File: src/rtl/branch_mdr_pc_unit_pkg.sv
// Shared constants for the branch/MDR/PC datapath slice: C2 condition encodings
// and the position of the C2 field inside the instruction register.
package branch_mdr_pc_unit_pkg;

    localparam logic [1:0] C2_BRZR = 2'b00;
    localparam logic [1:0] C2_BRNZ = 2'b01;
    localparam logic [1:0] C2_BRPL = 2'b10;
    localparam logic [1:0] C2_BRMI = 2'b11;

    localparam int C2_LSB = 19;
    localparam int C2_MSB = 20;

endpackage

File: src/rtl/branch_mdr_pc_unit_cond_eval.sv
// Combinational branch condition: decides "taken" from the C2 field and a bus value.
// Kept standalone so the control unit can reuse it for debug visibility.
module branch_cond_eval
    import branch_mdr_pc_unit_pkg::*;
#(
    parameter int DATA_WIDTH = 32
) (
    input  logic [1:0]            c2,
    input  logic [DATA_WIDTH-1:0] value,
    output logic                  taken
);

    // brpl treats zero as positive, so it only looks at the sign bit
    always_comb begin
        taken = 1'b0;
        case (c2)
            C2_BRZR: taken = (value == '0);
            C2_BRNZ: taken = (value != '0);
            C2_BRPL: taken = ~value[DATA_WIDTH-1];
            C2_BRMI: taken = value[DATA_WIDTH-1];
            default: taken = 1'b0;
        endcase
    end

endmodule

File: src/rtl/branch_mdr_pc_unit.sv
// Datapath support block: CON flip-flop, memory data register and registered
// PC incrementer. All outputs are registered; clr is synchronous and dominant.
module branch_mdr_pc_unit
    import branch_mdr_pc_unit_pkg::*;
#(
    parameter int DATA_WIDTH = 32,
    parameter int PC_STEP    = 1
) (
    input  logic                  clk,
    input  logic                  clr,
    input  logic                  con_in,
    input  logic [DATA_WIDTH-1:0] ir_in,
    input  logic [DATA_WIDTH-1:0] bus_in,
    output logic                  branch_flag,
    input  logic                  mdr_in,
    input  logic                  read,
    input  logic [DATA_WIDTH-1:0] mem_data_in,
    output logic [DATA_WIDTH-1:0] mdr_out,
    input  logic                  inc_pc,
    input  logic [DATA_WIDTH-1:0] pc_in,
    output logic [DATA_WIDTH-1:0] pc_next,
    output logic                  pc_next_valid
);

    logic [1:0] c2;
    logic       taken;
    logic       unused_ir;

    assign c2        = ir_in[C2_MSB:C2_LSB];
    assign unused_ir = ^{ir_in[DATA_WIDTH-1:C2_MSB+1], ir_in[C2_LSB-1:0]};

    branch_cond_eval #(
        .DATA_WIDTH(DATA_WIDTH)
    ) u_cond_eval (
        .c2   (c2),
        .value(bus_in),
        .taken(taken)
    );

    always_ff @(posedge clk) begin
        if (clr) begin
            branch_flag <= 1'b0;
        end else if (con_in) begin
            branch_flag <= taken;
        end
    end

    always_ff @(posedge clk) begin
        if (clr) begin
            mdr_out <= '0;
        end else if (mdr_in) begin
            mdr_out <= read ? mem_data_in : bus_in;
        end
    end

    // Sum is truncated to the bus width, so the all-ones PC wraps to zero
    always_ff @(posedge clk) begin
        if (clr) begin
            pc_next       <= '0;
            pc_next_valid <= 1'b0;
        end else begin
            pc_next_valid <= inc_pc;
            if (inc_pc) begin
                pc_next <= pc_in + DATA_WIDTH'(PC_STEP);
            end
        end
    end

endmodule

File: config.mk
export PLATFORM = sky130hd
export DESIGN_NAME = branch_mdr_pc_unit
export DESIGN_NICKNAME = d
export VERILOG_FILES = /design/src/rtl/branch_mdr_pc_unit_pkg.sv /design/src/rtl/branch_mdr_pc_unit_cond_eval.sv /design/src/rtl/branch_mdr_pc_unit.sv
export SDC_FILE = /design/constraint.sdc
export NUM_CORES = 1
export LEC_CHECK = 0
export BUFFER_PORTS_ARGS = -buffer_cell sky130_fd_sc_hd__clkbuf_2
export CAP_MARGIN = 20
export CORE_MARGIN = 5
export CORE_UTILIZATION = 29
export DETAILED_ROUTE_END_ITERATION = 10
export PLACE_DENSITY = 0.65
export SLEW_MARGIN = 25
export SYNTH_ARGS = -nofsm -noshare
export SYNTH_HDL_FRONTEND = slang
export SYNTH_SLANG_ARGS = --single-unit
File: constraint.sdc
create_clock -name clk -period 2.5 [get_ports clk]
set_input_delay 0.5 -clock clk [delete_from_list [all_inputs] [get_ports clk]]
set_output_delay 0.5 -clock clk [all_outputs]
set_load 0.01 [all_outputs]
# ---- Yosys cells after proc, flatten, opt, wreduce, memory -nomap -nowiden
# Cells that the tools add are included.
dict set report totals {
  inputBits 134
  latchBits 0
  ram_bits 0
  out_inout_bits 66
  memories 0
  rom_bits 0
  ff_bits 66
  word_cells 14
}
dict set report op_classes {
  mux 2
  reduce_logical 3
  n_div 0
  order_cmp 0
  n_eq_ne 3
  shifts 0
  add_sub_neg 1
  n_bitwise 1
  multipliers 0
}
# op n
set ops {}
lappend ops {{$add A32 B1 Y32 const B} 1}
lappend ops {{$logic_not A32 Y1} 1}
lappend ops {{$mux W32} 1}
lappend ops {{$reduce_bool A32 Y1} 1}
lappend ops {{$eq A2 B2 Y1 const B} 2}
lappend ops {{$pmux W1 S4} 1}
lappend ops {{$eq A2 B1 Y1 const B} 1}
lappend ops {{$logic_not A2 Y1} 1}
lappend ops {{$not A1 Y1} 1}

# ---- Depth between registers and ports, before layout
# Gate-level depths: netlist of the first run.
dict set report depth {
  ltp_word 2
  mapped_depth 7
  depth_no_buf 6
}

# ---- By module
# From an unflattened synthesis of the first run, not the netlist that was laid out.
dict set report unflattened {
  cells_unflattened 367
  area_unflattened_um2 3299.4
}
# mod cells_per_inst instances seq_area_each_um2 area_per_inst_um2
set modules_own_cells {}
lappend modules_own_cells {branch_mdr_pc_unit 352 1 1321.3 3204.3}
lappend modules_own_cells {branch_cond_eval 15 1 0.0 95.1}

# ---- Worst setup path after synthesis of the first run
# OpenSTA, ideal clock, no wires.
dict set report synth_path {
  kind {input to register}
  start {input port pc_in[0]}
  end {register pc_next[14]}
  path_slack_ns 0.361
  t_arrival_ns 2.048
  n_path_buf 1
  t_required_ns 2.409
  setup_time_ns 0.091
  cell_stages 6
  cell_sequence {ha_1 nand2_1 or4_4 buf_6 or3_1 a311oi_1}
}
dict set report synth_between {
  elab_chain_cells 1
}
# element line
set synth_lines {}
lappend synth_lines {{start: declaration} branch_mdr_pc_unit.sv:20} ;# input logic [DATA_WIDTH-1:0] pc_in,
lappend synth_lines {{$add A32 B1 Y32} branch_mdr_pc_unit.sv:64} ;# pc_next <= pc_in + DATA_WIDTH'(PC_STEP);
lappend synth_lines {{end signal: assignment} branch_mdr_pc_unit.sv:64}
lappend synth_lines {{end: declaration} branch_mdr_pc_unit.sv:21} ;# output logic [DATA_WIDTH-1:0] pc_next,
# No other way between the ends.
# A chain may end at the register's enable or synchronous reset.

# ---- Worst setup path in the final report of the first run
dict set report layout_path {
  start {input port pc_in[0]}
  end {register pc_next[18]}
}
# Same word-level chain as after synthesis.

==> summary.md, run 1 <==
| Metric | Value |
|---|---|
| CTS resizes | `0` |
| Crit path time final | `1.97 ns` |
| Die Width | `116 um` |
| Die Y | `116 um` |
| Clock network power share | `37.0%` |
| Design area | `0.00448 sq mm` |
| Die ar. | `0.0134 sq mm` |
| Sequential fraction of the synthesis area | `40.7%` |
| GPL Wtd Cong | `0.870` |
| Slew @ Worst Pin | `0.651 ns` |
| Relative max-transition margin | `56.6%` |
| Worst-case reg-to-reg path depth | `2` |
| Setup bufs post-CTS | `0` |
| DRC | `0` |
| Via density per instance | `4.89` |
| CTS hold repair buffers | `0` |
| Most used routing layer | `met2` |
| IO Pins | `200` |
| Switching share of power | `26.4%` |
| Hold Path Class | `in -> reg` |
| Final Hold Vio Count | `0` |
| Core area | `0.0109 sq mm` |
| Total CTS buffers | `9` |
| Warnings from Yosys | `0` |
| M2 GR Usage | `25.6%` |
| Worst hold-check slack | `0.404 ns` |
| Syn Std Cell Area | `0.00324 sq mm` |
| GRT met1 Usage | `17.6%` |
| Detailed Routing Iterations Pass 1 | `4` |
| Initial antenna violation count | `0` |
| Crit path kind | `in -> reg` |
| Multi-input gate area | `0.00178 sq mm` |
| CP Data Required Time | `2.74 ns` |
| Crit path DAT | `2.21 ns` |
| Final period util | `78.9%` |
| Crit start category | `primary input` |
| Antenna Cells | `0` |
| Register area | `0.00132 sq mm` |
| Max clock buf depth | `2` |
| Drt initial violations | `181` |
| Vias | `3279` |
| Register bit total from synthesis | `66` |
| Routed wire length | `10100 um` |
| Core Util, Final | `41.1%` |
| Sink Count | `66` |
| ANT nets after route | `0` |
| Gate power share | `18.0%` |
| Fmax | `507 MHz` |
| Total power per unit cell area | `580 mW/mm^2` |
| Input/output buffers | `169` |
| Starting density of the core | `29.8%` |
| Row count | `38` |
| Flop pwr share | `45.0%` |
| CTS root buffer | `clkbuf_8` |
| Outcome | `completed` |
| H-tree Lvls | `3` |
| Static Leak | `0.00200 uW` |
| Peak VDD IR | `0.179 mV` |
| NumNets Final | `660` |
| Share of cells above drive strength 1 | `38.9%` |
| First-pass GRT wire length | `15600 um` |
| Vias in the first global route | `3206` |
| Final Instance Count excl. Fillers | `670` |
| Mapped Cells | `363` |
| Hold path depth | `2` |
| Clock Skew | `0 ns` |
| Largest net degree at the start of global routing | `38` |
| Unrepaired setup endpoints after global routing | `no` |
| Met3 global-route usage | `4.23%` |
| HPWL after DPL | `7930 um` |
| Netlist cell types | `36` |
| Maxcap violations | `0` |
| CP endpoint kind | `flip-flop` |
| Mapped Avg Cell Area | `8.93 sq um` |
| Clk slew on worst S/H paths | `0.07 ns` |
| TritonCTS clock tree | `done` |
| GR Overflow Total | `0` |
| Setup-failing EPs final | `0` |
| Crit-path max FO | `12` |
| Area grow syn2layout | `38.0%` |
| GRT Util Overall | `14.6%` |
| Post-DP Area | `0.00426 sq mm` |
| Worst-Skew Late Latency | `0.32 ns` |
| Cell internal pwr | `1910 uW` |
| Fill count | `1090` |
| Slew Viols, Final | `0` |
| Placed cells | `654` |
| WL/cell | `15.0 um` |
| Syn Nets | `498` |
| Setup TNS Final | `0 ns` |
| Psw | `686 uW` |
==> layout by cell type, fill, tap and decap left out, types with 9 or more instances in the layout <==
cell type and instances:
a211oi_1 54, mux2i_1 33, nand2_1 13, nand3_1 9, dfxtp_1 66, nor4_1 9, xnor2_1 17, clkbuf_8 13
nor2_1 67, clkbuf_2 169
==> cell families after synthesis <==
family,Yosys count,synth area share [%]
buf+inv,35,4.32
compound gates,71,16.4
flops,66,40.7
mux,33,10.2
simple gates,132,21.2
fa+ha+maj,1,0.386
xor+xnor,25,6.75
==> power groups by stage <==
stage               clock (uW)  sequential [uW]  combinational, uW
finish                     961             1170                469
global route              1050             1180                518
CTS                       1010             1170                474
detailed placement           0             1190                472
global placement             0             1190                465
floorplan                    0             1220                196
==> registers in the layout, summed over array words and instances, names as in the netlist <==
signal,flops
mdr_out,32
pc_next_valid,1
branch_flag,1
pc_next,32
==> synth_stat cells <==
library cell / instances / share of area [%]
nand3_1: 9 / 1.4
or4_1: 1 / 0.23
a211oi_2: 1 / 0.39
buf_2: 1 / 0.15
and2b_2: 1 / 0.27
or4_4: 1 / 0.35
nor4_1: 9 / 1.7
dfxtp_1: 66 / 41
a32o_1: 1 / 0.31
or3_1: 5 / 0.96
nor4_4: 1 / 0.66
nor3_1: 5 / 0.77
clkbuf_1: 19 / 2.2
a311oi_1: 6 / 1.6
o31ai_1: 1 / 0.23
o21ai_0: 7 / 1.1
or2_2: 1 / 0.19
nor3_2: 5 / 1.5
buf_6: 1 / 0.35
xnor2_1: 17 / 4.6
nor3b_2: 1 / 0.39
nand4_4: 1 / 0.66
nand4_1: 6 / 1.2
and2_1: 1 / 0.19
buf_1: 6 / 0.69
inv_1: 8 / 0.93
or4_2: 1 / 0.27
xor2_1: 8 / 2.2
nor4_2: 1 / 0.39
and4_1: 3 / 0.81
ha_1: 1 / 0.39
mux2i_1: 33 / 10
nor2_1: 67 / 7.8
nand2_1: 13 / 1.5
o32ai_1: 1 / 0.27
a211oi_1: 54 / 13
==> routing by layer <==
| metal | vias to the layer above | part of all wire [%] |
|---|---|---|
| li1 | 1655 | - |
| met1 | 1478 | 42 |
| met2 | 140 | 47 |
| met3 | 6 | 10 |
| met4 | 0 | 0.69 |
| met5 | - | 0 |
==> stage by stage <==
stage	power [uW]	setup slack, ns
2_1_floorplan	1420	0.361
3_3_place_gp	1650	0.219
3_5_place_dp	1660	0.187
4_1_cts	2650	0.537
5_1_grt	2750	0.412
6_report	2600	0.528
==> final timing paths <==
path / start / to / slack (ns)
worst min register to register: pc_next[31]$_SDFFE_PP0P_ / pc_next[31]$_SDFFE_PP0P_ / 0.47
worst min-delay path: pc_in[0] / pc_next[0]$_SDFFE_PP0P_ / 0.40
worst max register to register: pc_next[18]$_SDFFE_PP0P_ / pc_next[18]$_SDFFE_PP0P_ / 1.77
worst max-delay path: pc_in[0] / pc_next[18]$_SDFFE_PP0P_ / 0.53
==> worst max-delay path: stages <==
cell and delay [ns]:
clkbuf_2 0.11, ha_1 0.22, nand2_1 0.10, or4_4 0.64, or3_1 0.38, a311oi_1 0.26
==> area by class of cell <==
cell class	instances	share of cell area (%)
Timing Repair Buffer	178	21.2
Inverter	8	0.671
Tap cell	140	3.91
Multi-Input combinational cell	262	39.8
Clock inverter	1	0.671
Sequential cell	66	29.5
Clock buffer	15	4.17
(Power assumes the default switching activity.)
==> inputs of run 2 (changes only) <==
Clock period 2.5 ns to 2 ns, I/O delays scaled along.
==> run 2 against run 1 <==
Effect of this change: clock power decreased by 0.8%; routed wire length fell by 1.5%; via count increased by 0.46%; first-iteration DRC count is 17% lower; largest cell class unchanged; global-route usage fell by 0.19 points; critical path type unchanged; combinational power up 28%; design area is 1.3% higher.
==> summary.md, run 2 (synthesis gave the netlist of run 1 again) <==
| Metric | Value |
|---|---|
| Multi-input gate area | `0.00179 sq mm (+0.28%)` |
| CP Data Required Time | `2.25 ns (-0.49 ns)` |
| Hold path depth | `2 (unchanged)` |
| Total power per unit cell area | `665 mW/mm^2 (+15%)` |
| Hold Path Class | `in -> reg` |
| Commonest non-fill, non-tap cell in the layout | `clkbuf_2` |
| Max incr delay on CP | `0.63 ns (about the same)` |
| Via density per instance | `4.84 (-1.0%)` |
| Worst-case reg-to-reg path depth | `2 (unchanged)` |
| Maxcap violations | `0 (unchanged)` |
| First-pass GRT wire length | `15300 um (-1.7%)` |
| H-tree Lvls | `3 (unchanged)` |
| Hold-critical path endpoint | `branch_flag$_SDFFE_PP0P_` |
| DRC | `0 (unchanged)` |
| Critical R2R Launch | `pc_next[5]$_SDFFE_PP0P_` |
| NumNets Final | `673 (+2.0%)` |
| Max clock buf depth | `2 (unchanged)` |
| Static Leak | `0.00204 uW (+1.8%)` |
| Area grow syn2layout | `39.8%` |
| Clk slew on worst S/H paths | `0.07 ns (about the same)` |
| Most frequent cells in the layout | `clkbuf_2 (169), nor2_1 (67), dfxtp_1 (66), a211oi_1 (54), mux2i_1 (33)` |
| Die Width | `116 um (unchanged)` |
| CP top delay family | `simple AND/OR/NAND/NOR gates` |
| Drt initial violations | `151 (-17%)` |
| Final Hold Vio Count | `0 (unchanged)` |
| Clock Skew | `0 ns (unchanged)` |
| Crit path time final | `1.74 ns` |
| Initial antenna violation count | `0 (unchanged)` |
| Crit path buf inv count | `1 (unchanged)` |
| Worst path cell trace | `clkbuf_2 > ha_2 > nand2_2 > or4_4 > or3_1 > a311oi_1` |
| Worst-Skew Late Latency | `0.32 ns (about the same)` |
| Register area | `0.00132 sq mm (unchanged)` |
| Peak VDD IR | `0.242 mV (+35%)` |
| IO Pins | `200 (unchanged)` |
| Slew @ Worst Pin | `0.444 ns (-0.207 ns)` |
| Largest net degree at the start of global routing | `65 (+71%)` |
| GPL Wtd Cong | `0.808 (-7.2%)` |
| Fill count | `1113 (+2.1%)` |
| Starting density of the core | `29.8% (unchanged)` |
| CTS resizes | `0 (unchanged)` |
| Unrepaired setup endpoints after global routing | `no` |
| Routed wire length | `9930 um (-1.5%)` |
| Design area | `0.00453 sq mm (+1.3%)` |
| Vias | `3294 (+0.46%)` |
| Detailed Routing Iterations Pass 1 | `4 (unchanged)` |
| Die Y | `116 um (unchanged)` |
| Post-DP Area | `0.00437 sq mm (+2.7%)` |
| Core Util, Final | `41.6% (+0.53 points)` |
| GR Overflow Total | `0 (unchanged)` |
| HPWL after DPL | `7720 um (-2.6%)` |
| Vias in the first global route | `3249 (+1.3%)` |
| Setup-failing EPs final | `0 (unchanged)` |
| Worst flop-to-flop path endpoint | `pc_next[5]$_SDFFE_PP0P_` |
| Biggest regs | `mdr_out (32), pc_next (32)` |
| CTS root buffer | `clkbuf_8` |
| Total CTS buffers | `9 (unchanged)` |
| TritonCTS clock tree | `done` |
| Crit-path max FO | `11 (-1)` |
| Reg2reg setup slack | `1.27 ns (-0.50 ns)` |
| GRT Util Overall | `14.4% (-0.19 points)` |
| Input/output buffers | `169 (unchanged)` |
| Worst hold-check slack | `0.336 ns (-0.0680 ns)` |
| Share of cells above drive strength 1 | `40.4% (+1.5 points)` |
| ANT nets after route | `0 (unchanged)` |
| Slew Viols, Final | `0 (unchanged)` |
| Worst Hold Launch | `con_in` |
| Setup TNS Final | `0 ns (unchanged)` |
| Crit path DAT | `1.99 ns (-0.22 ns)` |
| Setup bufs post-CTS | `0 (unchanged)` |
| CTS hold repair buffers | `0 (unchanged)` |
| Row count | `38 (unchanged)` |
| Crit path kind | `in -> reg` |
| Outcome | `completed` |
| Antenna Cells | `0 (unchanged)` |
| Highest-delay cell along the critical path | `or4_4` |
| Fmax | `575 MHz` |
| CP endpoint kind | `flip-flop` |
| Core area | `0.0109 sq mm (unchanged)` |
| Crit start category | `primary input` |
| Final period util | `87.0%` |
| Sink Count | `66 (unchanged)` |
| Relative max-transition margin | `70.2% (+14 points)` |
| WL/cell | `14.6 um (-3.0%)` |
| Die ar. | `0.0134 sq mm (unchanged)` |
-- run 2: per-stage QoR --
| step | power, uW | setup WS [ns] | cells |
|---|---|---|---|
| floorplan | 1780 | 0.00692 | 363 |
| global placement | 2080 | -0.148 | 667 |
| detailed placement | 2100 | -0.123 | 667 |
| CTS | 3080 | 0.236 | 680 |
| global route | 3210 | 0.150 | 680 |
| finish | 3010 | 0.259 | 680 |
-- run 2: worst max path at each step --
stage	from	endpoint	slack, ns	cells past startpoint
finish	pc_in[0]	pc_next[14]$_SDFFE_PP0P_	0.26	6
global route	bus_in[7]	branch_flag$_SDFFE_PP0P_	0.15	7
CTS	bus_in[7]	branch_flag$_SDFFE_PP0P_	0.24	7
detailed placement	bus_in[7]	branch_flag$_SDFFE_PP0P_	-0.12	7
floorplan	pc_in[0]	pc_next[14]$_SDFFE_PP0P_	0.007	6
global placement	bus_in[7]	branch_flag$_SDFFE_PP0P_	-0.15	7
-- run 2: layout make-up --
cell class              count  share of cell area, %
flip-flops and latches     66                   29.1
inverters                   8                  0.662
multi-input cells         262                   39.4
clock buffers              13                   3.51
well taps                 140                   3.86
repair buffers            191                   23.4
-- run 2: metal layers --
metal,wire length (um),global-route usage (%)
met1,4240,16.4
met2,4680,25.7
met3,928,4.33
met4,85,4.95
met5,0,0
-- run 2: report_power, final --
part	internal [uW]	leakage [uW]	switching, uW	total (uW)
registers	1410	0.000549	49.1	1460
clock network	499	0.0000815	454	953
logic	280	0.00141	322	601
total	2190	0.00204	825	3010
==> inputs of run 3 (changes only) <==
Settings changed: CORE_UTILIZATION 29 to 40, PLACE_DENSITY 0.65 to 0.82.
==> run 3 against run 2 <==
Effect of this change: clock power is 27% higher; total power is 8.5% higher; critical path depth stayed put; non-clock buffer count is 2 lower; sequential power hardly changed; hold slack worse by 0.0096 ns; critical path type unchanged; critical endpoint unchanged.
==> summary.md, run 3 (synthesis gave the netlist of run 1 again) <==
| Metric | Value |
|---|---|
| Row count | `32 (-16%)` |
| Crit path DAT | `2.06 ns (+0.07 ns)` |
| Crit start category | `primary input` |
| Vias | `3301 (+0.21%)` |
| Detailed Routing Iterations Pass 1 | `4 (unchanged)` |
| Antenna Cells | `0 (unchanged)` |
| Setup-failing EPs final | `0 (unchanged)` |
| Fmax | `550 MHz (-4.3%)` |
| Met1 wire length | `4020 um (-5.0%)` |
| Final worst slack | `0.181 ns (-0.0787 ns)` |
| NumNets Final | `671 (-0.30%)` |
| Unrepaired setup endpoints after global routing | `no` |
| WL/cell | `14.7 um (+0.40%)` |
| Dpl ws | `-0.157 ns (-0.0337 ns)` |
| Input/output buffers | `169 (unchanged)` |
| CTS root buffer | `clkbuf_8` |
| TritonCTS clock tree | `done` |
| Vias in the first global route | `3382 (+4.1%)` |
| Routed wire length | `9420 um (-5.1%)` |
| Biggest regs | `mdr_out (32), pc_next (32)` |
| Share of cells above drive strength 1 | `40.5% (+0.11 points)` |
| Wire length on met2 | `4470 um (-4.4%)` |
| Max clock buf depth | `2 (unchanged)` |
| Sink Count | `66 (unchanged)` |
| IO Pins | `200 (unchanged)` |
| CTS resizes | `0 (unchanged)` |
| Crit-path max FO | `12 (+1)` |
| GRT Util Overall | `18.9% (+4.4 points)` |
| Register area | `0.00132 sq mm (unchanged)` |
| GPL Wtd Cong | `0.867 (+7.3%)` |
| Metal3 WL | `831 um (-10%)` |
| Final period util | `91.0% (+3.9 points)` |
| DRC | `0 (unchanged)` |
| Total power per unit cell area | `722 mW/mm^2 (+8.6%)` |
| Die Width | `100 um (-14%)` |
| Most frequent cells in the layout | `clkbuf_2 (169), nor2_1 (67), dfxtp_1 (66), a211oi_1 (54), mux2i_1 (33)` |
| CTS hold repair buffers | `0 (unchanged)` |
| Final Hold Vio Count | `0 (unchanged)` |
| Static Leak | `0.00206 uW (+0.96%)` |
| CP endpoint kind | `flip-flop` |
| Maxcap violations | `0 (unchanged)` |
| Core area | `0.00781 sq mm (-28%)` |
| Clock Skew | `0 ns (unchanged)` |
| Initial antenna violation count | `0 (unchanged)` |
| Clk slew on worst S/H paths | `0.07 ns (about the same)` |
| Multi-input gate area | `0.00179 sq mm (unchanged)` |
| Drt initial violations | `65 (-57%)` |
| Die Y | `100 um (-14%)` |
| Worst-Skew Late Latency | `0.33 ns (about the same)` |
| Area grow syn2layout | `39.6%` |
| GR Overflow Total | `0 (unchanged)` |
| Slew @ Worst Pin | `0.447 ns (+0.00298 ns)` |
| H-tree Lvls | `3 (unchanged)` |
| Fill count | `691 (-38%)` |
| Largest net degree at the start of global routing | `65 (unchanged)` |
| Starting density of the core | `41.5% (+12 points)` |
| Core Util, Final | `58.0% (+16 points)` |
| Crit path time final | `1.82 ns (+0.0787 ns)` |
| Slew Viols, Final | `0 (unchanged)` |
| Final Instance Count excl. Fillers | `643 (-5.4%)` |
| Max Used Layer | `met4` |
| Relative max-transition margin | `70.2% (about the same)` |
| Total CTS buffers | `9 (unchanged)` |
| CP Data Required Time | `2.24 ns (about the same)` |
| Placed cells | `627 (-6.0%)` |
| Outcome | `completed` |
| Via density per instance | `5.13 (+6.0%)` |
| First-pass GRT wire length | `15400 um (+0.68%)` |
| Setup TNS Final | `0 ns (unchanged)` |
| Die ar. | `0.0100 sq mm (-25%)` |
| Crit path kind | `in -> reg` |
| Hold Path Class | `in -> reg` |
| Peak VDD IR | `0.348 mV (+44%)` |
| HPWL after DPL | `7360 um (-4.7%)` |
| ANT nets after route | `0 (unchanged)` |
| Setup bufs post-CTS | `0 (unchanged)` |
| Commonest non-fill, non-tap cell in the layout | `clkbuf_2` |
run 3: worst max-delay path, cell delays in order:
cell and delay, ns:
clkbuf_2 0.10, ha_2 0.21, nand2_2 0.07, or4_4 0.62, or3_1 0.39, a311oi_1 0.27
run 3: area by class of cell:
cell class / instances / share of cell area, %
repair buffers: 189 / 23.1
inverters: 8 / 0.663
clock buffers: 15 / 4.12
clock inverters: 1 / 0.663
multi-input cells: 262 / 39.5
flip-flops and latches: 66 / 29.2
well taps: 102 / 2.82
run 3: report_power, final:
group | switching (uW) | leakage, uW | total, uW | internal, uW
Clock | 496 | 0.000110 | 1210 | 715
Sequential | 49.0 | 0.000549 | 1460 | 1410
Combinational | 320 | 0.00140 | 599 | 279
Total | 865 | 0.00206 | 3270 | 2400
run 3: final timing paths:
check,cells past startpoint,to,slack [ns],startpoint
setup / recovery,6,pc_next[14]$_SDFFE_PP0P_,0.18,pc_in[1]
hold / removal,2,branch_flag$_SDFFE_PP0P_,0.33,con_in
setup reg to reg,2,pc_next[14]$_SDFFE_PP0P_,1.25,pc_next[14]$_SDFFE_PP0P_
hold reg to reg,1,branch_flag$_SDFFE_PP0P_,0.48,branch_flag$_SDFFE_PP0P_
run 3: through the flow:
step	cell area [sq um]	hold WS, ns	power, uW
CTS	4530	0.310	3300
detailed placement	4310	0.446	2090
global placement	4310	0.441	2070
floorplan	3250	0.483	1780
global route	4530	0.317	3440
finish	4530	0.326	3270
run 3: layer usage:
metal | track usage (%) | vias up
met3 | 5.98 | 8
met5 | 0 | -
met1 | 22.3 | 1501
li1 | - | 1668
met4 | 5.70 | 0
met2 | 32.6 | 124
